--- config.mk ---
export PLATFORM = sky130hd
export DESIGN_NAME = mem_arb
export DESIGN_NICKNAME = d
export VERILOG_FILES = /design/src/rtl/mem_arb_pkg.sv /design/src/rtl/mem_arb_pick.sv /design/src/rtl/mem_arb.sv
export SDC_FILE = /design/constraint.sdc
export NUM_CORES = 1
export LEC_CHECK = 0
export ABC_AREA = 1
export CAP_MARGIN = 20
export CORE_UTILIZATION = 40
export CTS_CLUSTER_DIAMETER = 50
export DETAILED_ROUTE_END_ITERATION = 7
export PLACE_DENSITY = 0.82
export REMOVE_ABC_BUFFERS = 1
export SYNTH_ARGS = -nofsm -noshare
export SYNTH_HDL_FRONTEND = slang
export SYNTH_SLANG_ARGS = --single-unit
--- constraint.sdc ---
create_clock -name clk -period 1.63 [get_ports clk]
set_input_delay 0.326 -clock clk [delete_from_list [all_inputs] [get_ports clk]]
set_output_delay 0.326 -clock clk [all_outputs]
set_load 0.02 [all_outputs]
--- src/rtl/mem_arb_pkg.sv ---
// Shared types and constants for the two-port memory arbiter.
// Combinational definitions only; no latency or backpressure of its own.
package mem_arb_pkg;

    typedef enum logic [1:0] {
        ARB_IDLE = 2'd0,
        ARB_BUSY = 2'd1,
        ARB_RESP = 2'd2
    } arb_state_e;

    localparam int XLEN_DEF       = 32;
    localparam int AW_DEF         = 32;
    localparam int STARVE_MAX_DEF = 4;

    // read, write, usign, misalgn, size[1:0] plus addr, wdata, wmask
    function automatic int cmd_w(input int aw, input int xlen);
        return aw + xlen + xlen / 8 + 6;
    endfunction

    localparam int CMD_W = AW_DEF + XLEN_DEF + XLEN_DEF / 8 + 6;

endpackage

--- src/rtl/mem_arb_pick.sv ---
// Grant selection: port 0 fixed priority, port 1 forced once port 0 has starved it.
// Purely combinational, zero latency; no backpressure of its own.
module mem_arb_pick
    import mem_arb_pkg::*;
#(
    parameter int STARVE_MAX = STARVE_MAX_DEF
) (
    input  logic       p0_valid,
    input  logic       p1_valid,
    input  logic [3:0] starve_cnt,
    output logic [1:0] gnt
);

    logic starved;

    assign starved = (starve_cnt == 4'(STARVE_MAX));
    assign gnt[1]  = p1_valid && (!p0_valid || starved);
    assign gnt[0]  = p0_valid && !gnt[1];

endmodule

--- src/rtl/mem_arb.sv ---
// Two-requester arbiter/sequencer in front of mem_top; one op in flight, 3-cycle minimum period.
// Ready only in IDLE; the command is held on the mem bus until mem_i_ready, then a 1-cycle response pulse.
module mem_arb
    import mem_arb_pkg::*;
#(
    parameter int XLEN       = XLEN_DEF,
    parameter int AW         = AW_DEF,
    parameter int STARVE_MAX = STARVE_MAX_DEF
) (
`ifdef TEST_MODE
    output arb_state_e            test_state_o,
    output logic [3:0]            test_starve_o,
`endif
    input  logic                  clk,
    input  logic                  rst_n,

    input  logic                  p0_req_valid,
    output logic                  p0_req_ready,
    input  logic                  p0_req_read,
    input  logic                  p0_req_write,
    input  logic                  p0_req_usign,
    input  logic                  p0_req_misalgn,
    input  logic [1:0]            p0_req_size,
    input  logic [AW-1:0]         p0_req_addr,
    input  logic [XLEN-1:0]       p0_req_wdata,
    input  logic [XLEN/8-1:0]     p0_req_wmask,
    output logic                  p0_rsp_valid,
    output logic [XLEN-1:0]       p0_rsp_rdata,
    output logic                  p0_rsp_err,

    input  logic                  p1_req_valid,
    output logic                  p1_req_ready,
    input  logic                  p1_req_read,
    input  logic                  p1_req_write,
    input  logic                  p1_req_usign,
    input  logic                  p1_req_misalgn,
    input  logic [1:0]            p1_req_size,
    input  logic [AW-1:0]         p1_req_addr,
    input  logic [XLEN-1:0]       p1_req_wdata,
    input  logic [XLEN/8-1:0]     p1_req_wmask,
    output logic                  p1_rsp_valid,
    output logic [XLEN-1:0]       p1_rsp_rdata,
    output logic                  p1_rsp_err,

    output logic                  mem_o_cmd_enable,
    output logic                  mem_o_cmd_read,
    output logic                  mem_o_cmd_write,
    output logic                  mem_o_cmd_usign,
    output logic                  mem_o_cmd_misalgn,
    output logic [1:0]            mem_o_cmd_size,
    output logic [AW-1:0]         mem_o_cmd_addr,
    output logic [XLEN-1:0]       mem_o_cmd_wdata,
    output logic [XLEN/8-1:0]     mem_o_cmd_wmask,
    input  logic [XLEN-1:0]       mem_i_rdata,
    input  logic                  mem_i_err,
    input  logic                  mem_i_ready
);

    localparam int CW = cmd_w(AW, XLEN);

    arb_state_e    state_q;
    logic          owner_q;
    logic [3:0]    starve_q;
    logic          cmd_en_q;
    logic [CW-1:0] cmd_q;
    logic [CW-1:0] cmd_d;
    logic [1:0]    pick_gnt;
    logic [1:0]    gnt;

    mem_arb_pick #(.STARVE_MAX(STARVE_MAX)) u_pick (
        .p0_valid   (p0_req_valid),
        .p1_valid   (p1_req_valid),
        .starve_cnt (starve_q),
        .gnt        (pick_gnt)
    );

    assign gnt          = (state_q == ARB_IDLE) ? pick_gnt : 2'b00;
    assign p0_req_ready = gnt[0];
    assign p1_req_ready = gnt[1];

    assign cmd_d = gnt[1]
        ? {p1_req_read, p1_req_write, p1_req_usign, p1_req_misalgn, p1_req_size,
           p1_req_addr, p1_req_wdata, p1_req_wmask}
        : {p0_req_read, p0_req_write, p0_req_usign, p0_req_misalgn, p0_req_size,
           p0_req_addr, p0_req_wdata, p0_req_wmask};

    assign mem_o_cmd_enable = cmd_en_q;
    assign {mem_o_cmd_read, mem_o_cmd_write, mem_o_cmd_usign, mem_o_cmd_misalgn,
            mem_o_cmd_size, mem_o_cmd_addr, mem_o_cmd_wdata, mem_o_cmd_wmask} = cmd_q;

`ifdef TEST_MODE
    assign test_state_o  = state_q;
    assign test_starve_o = starve_q;
`endif

    always_ff @(posedge clk or negedge rst_n) begin
        if (!rst_n) begin
            state_q      <= ARB_IDLE;
            owner_q      <= 1'b0;
            starve_q     <= 4'd0;
            cmd_en_q     <= 1'b0;
            cmd_q        <= '0;
            p0_rsp_valid <= 1'b0;
            p0_rsp_rdata <= '0;
            p0_rsp_err   <= 1'b0;
            p1_rsp_valid <= 1'b0;
            p1_rsp_rdata <= '0;
            p1_rsp_err   <= 1'b0;
        end else begin
            case (state_q)
                ARB_IDLE: begin
                    if (!p1_req_valid) starve_q <= 4'd0;
                    if (gnt != 2'b00) begin
                        cmd_q    <= cmd_d;
                        owner_q  <= gnt[1];
                        cmd_en_q <= 1'b1;
                        state_q  <= ARB_BUSY;
                        // Count only port-0 wins that actually made port 1 wait
                        if (gnt[1])
                            starve_q <= 4'd0;
                        else if (p1_req_valid && starve_q != 4'(STARVE_MAX))
                            starve_q <= starve_q + 4'd1;
                    end
                end
                ARB_BUSY: begin
                    if (mem_i_ready) begin
                        cmd_en_q <= 1'b0;
                        state_q  <= ARB_RESP;
                        if (owner_q) begin
                            p1_rsp_valid <= 1'b1;
                            p1_rsp_rdata <= mem_i_rdata;
                            p1_rsp_err   <= mem_i_err;
                        end else begin
                            p0_rsp_valid <= 1'b1;
                            p0_rsp_rdata <= mem_i_rdata;
                            p0_rsp_err   <= mem_i_err;
                        end
                    end
                end
                ARB_RESP: begin
                    p0_rsp_valid <= 1'b0;
                    p1_rsp_valid <= 1'b0;
                    state_q      <= ARB_IDLE;
                end
                default: begin
                    cmd_en_q <= 1'b0;
                    state_q  <= ARB_IDLE;
                end
            endcase
        end
    end

endmodule

Word level (Yosys, flattened, before mapping). Index checks and enable logic that the tools add are counted.

Add/subtract/negate cells: 1. Eq/ne operators: 8. Mux-type cells: 18. Bitwise gates (word level): 2. Reduce and logical (&&, ||, !) cells: 16.

Operator list (count): $mux W74 (1); $mux W4 (4); $reduce_and A3 Y1 (5); $mux W1 (6); $mux W2 (3); $ne A2 B2 Y1 const B (3); $add A4 B1 Y4 const B (1); $eq A4 B3 Y1 const B (1); $ne A4 B3 Y1 const B (1); $pmux W1 S2 (2); $pmux W2 S2 (1); $reduce_and A2 Y1 (2); $reduce_bool A2 Y1 (2); $logic_and A1 B1 Y1 (3); $pmux W1 S3 (1); $eq A2 B1 Y1 const B (1); $eq A2 B2 Y1 const B (1); $logic_not A1 Y1 (2); $logic_not A2 Y1 (1); $ne A2 B1 Y1 const B (1); $not A1 Y1 (2); $logic_or A1 B1 Y1 (1).

Register bits: 150. Input bits: 186. Output and inout port bits: 145. Word-level logic and storage cells: 56.

Longest topological paths before layout. Gate-level depths: netlist of the first run.

Word-level depth: 9. Depth in mapped cells: 10. Gate-level depth less buffers: 8.

Cells and area by module. A second synthesis of the first run with hierarchy kept.

Cells, all modules: 729. Area total of the unflattened synthesis: 6419.9 µm².

By module, submodules not included: mem_arb (instances 1, cells each 716, area each 6362.4 µm², sequential area each 3753.6 µm²); mem_arb_pick (instances 1, cells each 13, area each 57.6 µm², sequential area each 0.0 µm²).

Worst setup path after synthesis of the first run. No wires, ideal clock.

Path type: register -> output. Start: reg starve_q[0]. End: out p1_req_ready. Arrival time: 1291 ps. Required time: 1304 ps. Setup slack: 13 ps. Cell stages (with the launch flop): 9. Path buffers: 2. Cell sequence: dfrtp_1 inv_1 ha_1 nand3_1 nand2_1 nand2_1 buf_6 buf_6 inv_1.

Word-level cells in the longest chain between the ends: 4.

RTL lines: start: declaration (RTL line mem_arb.sv:63) `logic [3:0] starve_q;`; start signal: assignment (RTL line mem_arb.sv:122) `starve_q <= starve_q + 4'd1;`; $eq A4 B3 Y1 (RTL line mem_arb_pick.sv:16) `assign starved = (starve_cnt == 4'(STARVE_MAX));`; $logic_or A1 B1 Y1 (RTL line mem_arb_pick.sv:17) `assign gnt[1] = p1_valid && (!p0_valid || starved);`; $logic_and A1 B1 Y1 (RTL line mem_arb_pick.sv:17); $mux W2 (RTL line mem_arb.sv:77) `assign gnt = (state_q == ARB_IDLE) ? pick_gnt : 2'b00;`; end: declaration (RTL line mem_arb.sv:32) `output logic p1_req_ready,`.

Every way passes these cells.

Worst setup path in the final report of the first run.
Start: reg starve_q[1]. End: out p1_req_ready.

The elaborated chain is that of the path after synthesis.

==> impl_metrics.py, run 1 <==
metrics = {
    "timing": {
        "final_hold_viol_count": 0,
        "final.setup_skew_ns": 0.0112,
        "post-route-min-period_ns": 1.86,
        "worstMarginPinSlew_ns": 0.326,
        "max_clock_freq_mhz": 538,
        "finalWorstSetupSlack_ns": -0.229,
        "fin_crit_sh": 1.14,
        "finalSetupTns_ns": -5.84,
        "finalMaxSlewViolations": 0,
        "slew-limit-headroom": 0.783,
        "finalSetupViolations": 76,
        "grt_setup_unrepaired": "true",
    },
    "route": {
        "drt_first_pass_iters": 5,
        "first_iter_violations": 279,
        "routed-via-count": 7297,
        "vias_per_cell": 4.76,
        "routed_wl_mm": 23.6,
        "avgRoutedWirePerCell_um": 15.4,
        "drcViolationCount": 0,
        "route.antenna.remaining_nets": 0,
    },
    "cells_and_area": {
        "n_antenna_cell": 0,
        "layout.cells.most_common": "nand2_1",
        "final_core_utilization": 0.685,
        "area_delta_synth_final_pct": 66.2,
        "num-nets-final": 1482,
        "final_cell_mix": "293 x nand2_1, 186 x inv_1, 184 x clkdlybuf4s50_1",
        "fillerInstances": 1382,
        "layout_cells_sized_above_1": 0.104,
    },
    "clocking": {
        "clk_pin_slew_worst_paths_ns": 0.07,
        "clock_path_buffers": 2,
        "cts_htree_levels": 4,
        "tritoncts_num_sinks": 150,
        "cts_tree": "yes",
        "clk_root_buffer_cell": "clkbuf_16",
        "clk-insertion-delay-late_ns": 0.42,
        "cts_buffers": 17,
    },
    "worst_setup_path": {
        "timing.critical_path.slowest_stage_cell": "dfrtp_1",
        "crit_path_start": "starve_q[1]",
        "critPathKind": "reg2out",
        "cp.required_ns": 1.30,
        "worst-endpoint-arrival_ns": 1.53,
        "timing.critical_path.fanout_max": 2,
        "timing.critical_path.cells": "inv_2, ha_4, nand3_4, buf_6, nand2_4, nand2_4, inv_2, buf_6",
        "r2r_start": "starve_q[1]",
        "worst_setup_path_start_kind": "register",
        "critPathCaptureType": "output pin",
        "slowest_stage_delay_on_critical_path_ns": 0.40,
    },
    "floorplan": {
        "die_h_um": 136,
        "die_area_mm2": 0.0185,
        "design.portCount": 331,
        "initial_util": 0.412,
        "fp.dieW_um": 136,
        "placeableCoreArea_mm2": 0.0174,
        "floorplan.rows": 48,
    },
    "yosys": {
        "mappedNetlistArea_mm2": 0.00718,
        "synthesis.instances": 933,
        "netlist-cell-type-count": 22,
        "yosys_register_bits": 150,
        "synth.avg_cell_area_um2": 7.69,
        "yosysWarningCount": 0,
        "ys_seq_area_frac": 0.523,
    },
    "place": {
        "finalWeightedCongestion": 0.812,
        "io_buffers": 330,
        "detailed_place_hpwl_mm": 16.1,
    },
    "power_and_ir_drop": {
        "powerDensity_mw_per_mm2": 1700,
        "switching_share": 0.425,
        "power.share.combinational": 0.491,
        "intPower_w": 0.0117,
        "switchingPower_w": 0.00861,
        "worst_ir_drop_on_vdd_mv": 0.931,
        "seq_power_share": 0.316,
        "leakage_nw": 6.56,
        "clkPwrFrac": 0.193,
    },
    "global_routing": {
        "grt_antenna_before_repair": 0,
        "grt_pass1_vias": 7018,
        "grt_first_pass_wirelength_mm": 34.7,
        "grt-ovfl-total": 0,
        "grt_start_max_net_pins": 68,
        "grt.total_usage": 0.242,
    },
    "outcome": {
        "failed_checks": "negative setup slack",
        "run_status": "complete, but fails checks",
    },
    "worst_hold_path": {
        "min_path_type": "in2async",
    },
    "flow_run": {
        "max-cap-violations": 0,
    },
}
==> critical path: cells and delay by family (launching register included) <==
kind,cells,cell delay [ns]
AND/OR/NAND/NOR,3,0.20
flip-flops,1,0.40
buffers and inverters,4,0.39
adder cells (fa/ha/maj),1,0.14
==> worst paths after layout <==
check / to / cells after the start / slack (ns)
max: p1_req_ready / 8 / -0.23
min: cmd_q[29] / 2 / 0.37
max reg2reg: cmd_q[9] / 12 / -0.17
min reg2reg: mem_o_cmd_enable / 2 / 0.48
max in group asynchronous: p1_rsp_rdata[24] / 3 / 0.71
min in group clk: p0_rsp_rdata[31] / 3 / 0.47
==> kinds of logic after synthesis <==
group	count (synthesis)	share of synthesized area
AO/OA/AOI/OAI	77	0.0558
XOR/XNOR	2	0.00244
AND/OR/NAND/NOR	454	0.266
buffers and inverters	248	0.149
adder cells (fa/ha/maj)	2	0.00349
flip-flops	150	0.523
==> power by group through the flow <==
stage / Combinational [W] / Clock [W] / Sequential [W]
finish: 0.00995 / 0.00390 / 0.00641
global route: 0.0108 / 0.00413 / 0.00663
CTS: 0.00964 / 0.00399 / 0.00641
detailed placement: 0.0107 / 0 / 0.00650
global placement: 0.0104 / 0 / 0.00645
floorplan: 0.00281 / 0 / 0.00852
==> final cells by class <==
class	instances	area, µm²	share of cell area
Timing Repair Buffer	396	4070	0.341
Sequential cell	150	3750	0.315
Multi-Input combinational cell	535	2500	0.210
Inverter	194	728	0.0611
Clock buffer	18	429	0.0360
Tap cell	225	282	0.0236
Clock inverter	14	159	0.0133
==> per-stage QoR <==
stage | worst slack [ns] | hold slack [ns] | instances | total power, W | area (µm²)
2_1_floorplan | -2.48 | 0.0304 | 879 | 0.0113 | 6840
3_3_place_gp | -0.315 | 0.229 | 1477 | 0.0169 | 10900
3_5_place_dp | -0.328 | 0.237 | 1477 | 0.0172 | 10900
4_1_cts | -0.215 | 0.356 | 1515 | 0.0200 | 11400
5_1_grt | -0.297 | 0.395 | 1532 | 0.0216 | 11900
6_report | -0.229 | 0.375 | 1532 | 0.0203 | 11900
==> per-layer routing <==
layer  wire length [µm]  GRT usage  vias up
met2              11600      0.420      346
met1               9060      0.279     3355
met5                  0          0        -
met4                569     0.0858        0
li1                   -          -     3545
met3               2300     0.0790       51
==> registers in the layout (all words and copies together), names as in the netlist <==
register,flops
cmd_q,74
mem_o_cmd_enable,1
owner_q,1
p0_rsp_err,1
p0_rsp_rdata,32
p0_rsp_valid,1
p1_rsp_err,1
p1_rsp_rdata,32
p1_rsp_valid,1
starve_q,4
state_q,2
==> what timing repair did <==
item,in CTS,in global routing
pin swaps,4,65
gates resized for setup,165,41
endpoints found under the hold margin,25,0
setup buffers,5,6
endpoints found under the setup margin,219,80
hold buffers,1,0
gates cloned,0,11
==> cell usage after synthesis <==
library cell,number,area [µm²]
nand2_4,1,11.3
o21ai_0,65,325
clkbuf_1,11,41.3
nor2_4,1,11.3
ha_1,2,25.0
a21oi_1,1,5.00
buf_6,11,124
xor2_1,1,8.76
dfrtp_1,150,3750
buf_2,26,130
nor2_1,1,3.75
o21ai_4,1,16.3
o211ai_1,1,7.51
o21ai_1,8,40.0
inv_1,189,709
nand3_1,151,756
xnor2_1,1,8.76
nand2_1,299,1120
buf_4,6,45.0
nor2_2,1,6.26
inv_2,5,18.8
o22ai_1,1,6.26
No activity file was read; power rests on OpenSTA's default activity.
==> inputs of run 2 (changes only) <==
--- a/config.mk
+++ b/config.mk
@@ -10,6 +10,7 @@
 export CORE_UTILIZATION = 40
 export CTS_CLUSTER_DIAMETER = 50
 export DETAILED_ROUTE_END_ITERATION = 7
+export GPL_TIMING_DRIVEN = 0
 export PLACE_DENSITY = 0.82
 export REMOVE_ABC_BUFFERS = 1
 export SYNTH_ARGS = -nofsm -noshare
==> run 2 against run 1 <==
Against the previous run: the run still ends with negative setup slack left; flip-flop and latch count did not move; die area did not move; cell area fell by 2.5%; non-clock buffer count fell by 35; worst hold slack improved by 0.099 ns; critical endpoint is now p0_req_ready; clock power rose by 2%; global-route usage rose by 2.4 points; combinational power barely moved; final cell count fell by 1.8%; sequential power barely moved; first-iteration DRC count rose by 11%.
==> impl_metrics.py, run 2 (synthesis results as in run 1) <==
metrics = {
    "worst_setup_path": {
        "worst_setup_path_start_kind": "register",
        "setup.worst_path.end": "p0_req_ready",
        "critPathCaptureType": "output pin",
        "crit_path_start": "starve_q[0]",
        "rr_worst_depth": 8,
        "r2r_start": "state_q[1]",
        "cp.required_ns": 1.30,
        "timing.critical_path.fanout_max": 3,
        "slowest_stage_delay_on_critical_path_ns": 0.39,
        "critPathKind": "reg2out",
        "timing.critical_path.cells": "inv_2, ha_4, nand3_4, o211ai_1, inv_1, buf_6",
        "timing.critical_path.slowest_stage_cell": "dfrtp_1",
        "worst-endpoint-arrival_ns": 1.57,
        "timing.reg2reg.setup_slack_ns": 0.02,
        "regToRegEndpoint": "p1_rsp_rdata[28]",
    },
    "cells_and_area": {
        "largest_register_ff_count": 74,
        "top_regs": "cmd_q x74, p0_rsp_rdata x32, p1_rsp_rdata x32",
        "largest_register": "cmd_q",
        "final_cell_mix": "295 x nand2_1, 186 x inv_1, 183 x clkdlybuf4s50_1",
        "multi_input_area_mm2": 0.00258,
        "n_antenna_cell": 0,
        "layout.cells.most_common": "nand2_1",
        "fin_cells": 1505,
        "finalInstanceArea_mm2": 0.0116,
        "layout_cells_sized_above_1": 0.0719,
        "seq_area_mm2": 0.00375,
        "fillerInstances": 1412,
        "num-nets-final": 1455,
        "area_delta_synth_final_pct": 62.1,
    },
    "outcome": {
        "run_status": "complete, but fails checks",
        "failed_checks": "negative setup slack",
    },
    "place": {
        "placed_cells_incl_taps": 1442,
        "detailed_place_hpwl_mm": 15.0,
        "detailed_place.area_mm2": 0.0106,
        "dpl_worst_slack_ns": -1.81,
        "finalWeightedCongestion": 0.797,
        "io_buffers": 330,
    },
    "route": {
        "first_iter_violations": 309,
        "drcViolationCount": 0,
        "vias_per_cell": 4.91,
        "drt_first_pass_iters": 5,
        "routed-via-count": 7385,
        "route.antenna.remaining_nets": 0,
        "routed_wl_mm": 25.6,
        "avgRoutedWirePerCell_um": 17.0,
    },
    "clocking": {
        "clk_pin_slew_worst_paths_ns": 0.07,
        "clock_path_buffers": 2,
        "tritoncts_num_sinks": 150,
        "clk_root_buffer_cell": "clkbuf_16",
        "cts_htree_levels": 4,
        "clk-insertion-delay-late_ns": 0.42,
        "cts_buffers": 17,
        "cts_tree": "yes",
    },
    "global_routing": {
        "grt_start_max_net_pins": 78,
        "grt_first_pass_wirelength_mm": 36.9,
        "grt-ovfl-total": 0,
        "grt_antenna_before_repair": 0,
        "globalRouteMet2Util": 0.466,
        "grt_pass1_vias": 7198,
        "grt_use_met1": 0.299,
        "busiest_layer": "met2",
        "globalRouteMet3Util": 0.0805,
        "grt.total_usage": 0.266,
    },
    "power_and_ir_drop": {
        "powerDensity_mw_per_mm2": 1770,
        "fin_total_pwr_w": 0.0206,
        "leakage_nw": 6.39,
        "worst_ir_drop_on_vdd_mv": 0.960,
    },
    "floorplan": {
        "design.portCount": 331,
        "floorplan.rows": 48,
        "die_area_mm2": 0.0185,
        "placeableCoreArea_mm2": 0.0174,
        "initial_util": 0.412,
        "die_h_um": 136,
        "fp.dieW_um": 136,
    },
    "timing": {
        "final_hold_viol_count": 0,
        "post-route-min-period_ns": 1.90,
        "finalMaxSlewViolations": 0,
        "fin_crit_sh": 1.16,
        "finalWorstSetupSlack_ns": -0.269,
        "final.setup_skew_ns": 0.0120,
        "finalSetupViolations": 2,
        "slew-limit-headroom": 0.524,
        "worstMarginPinSlew_ns": 0.714,
        "finalSetupTns_ns": -0.475,
        "max_clock_freq_mhz": 527,
        "grt_setup_unrepaired": "true",
    },
    "flow_run": {
        "max-cap-violations": 0,
    },
    "worst_hold_path": {
        "min_path_type": "in2async",
    },
}
run 2: cell types whose count changed in the layout (fill, tap and decap cells not counted), moves of 9 or more:
cell,previous run,this run
buf_4,29,10
nand3_1,134,150
nand3_2,14,0
buf_12,19,8
nand2_8,0,9
run 2: worst min-delay path by stage:
stage,start,endpoint,slack (ns)
6_report,rst_n,cmd_q[30],0.47
5_1_grt,mem_i_rdata[31],p0_rsp_rdata[31],0.48
4_1_cts,mem_i_rdata[20],p1_rsp_rdata[20],0.46
3_5_place_dp,rst_n,cmd_q[29],0.39
3_3_place_gp,cmd_q[2],cmd_q[2],0.46
2_1_floorplan,rst_n,cmd_q[0],0.03
run 2: timing repair:
action	CTS	global route
resized for setup	182	20
buffers inserted	11	4
hold buffers	1	0
endpoints found under the hold margin	73	0
setup endpoints to repair	220	104
cloned	8	7
pin swaps	7	2
run 2: cell type report:
cell class,instances,area share
clock buffer,18,0.0378
sequential,150,0.323
inverter,194,0.0649
tap,225,0.0242
timing repair buffer,361,0.315
multi-input combinational,543,0.222
clock inverter,14,0.0138
run 2: report_power, final:
part	internal (W)	switching (W)	total, W
Clock	0.00221	0.00178	0.00399
Sequential	0.00549	0.000928	0.00642
Combinational	0.00397	0.00619	0.0102
Total	0.0117	0.00890	0.0206
run 2: per-layer routing:
| metal | up-vias | part of all wire |
|---|---|---|
| met1 | 3456 | 0.38 |
| met5 | - | 0 |
| met2 | 362 | 0.50 |
| met3 | 60 | 0.094 |
| met4 | 0 | 0.030 |
| li1 | 3507 | - |
run 2: critical path: cells and delay by family, from the launching register on:
family	cells	cell delay, ns
AO/OA/AOI/OAI	1	0.20
AND/OR/NAND/NOR	1	0.10
buffers and inverters	3	0.31
flip-flops	1	0.39
adder cells (fa/ha/maj)	1	0.14
run 2: stage by stage:
step,util,hold WS [ns]
after floorplan,-,0.0304
after global placement,0.598,0.461
after detailed placement,0.610,0.392
final,0.668,0.474
after global routing,0.668,0.484
after CTS,0.654,0.455
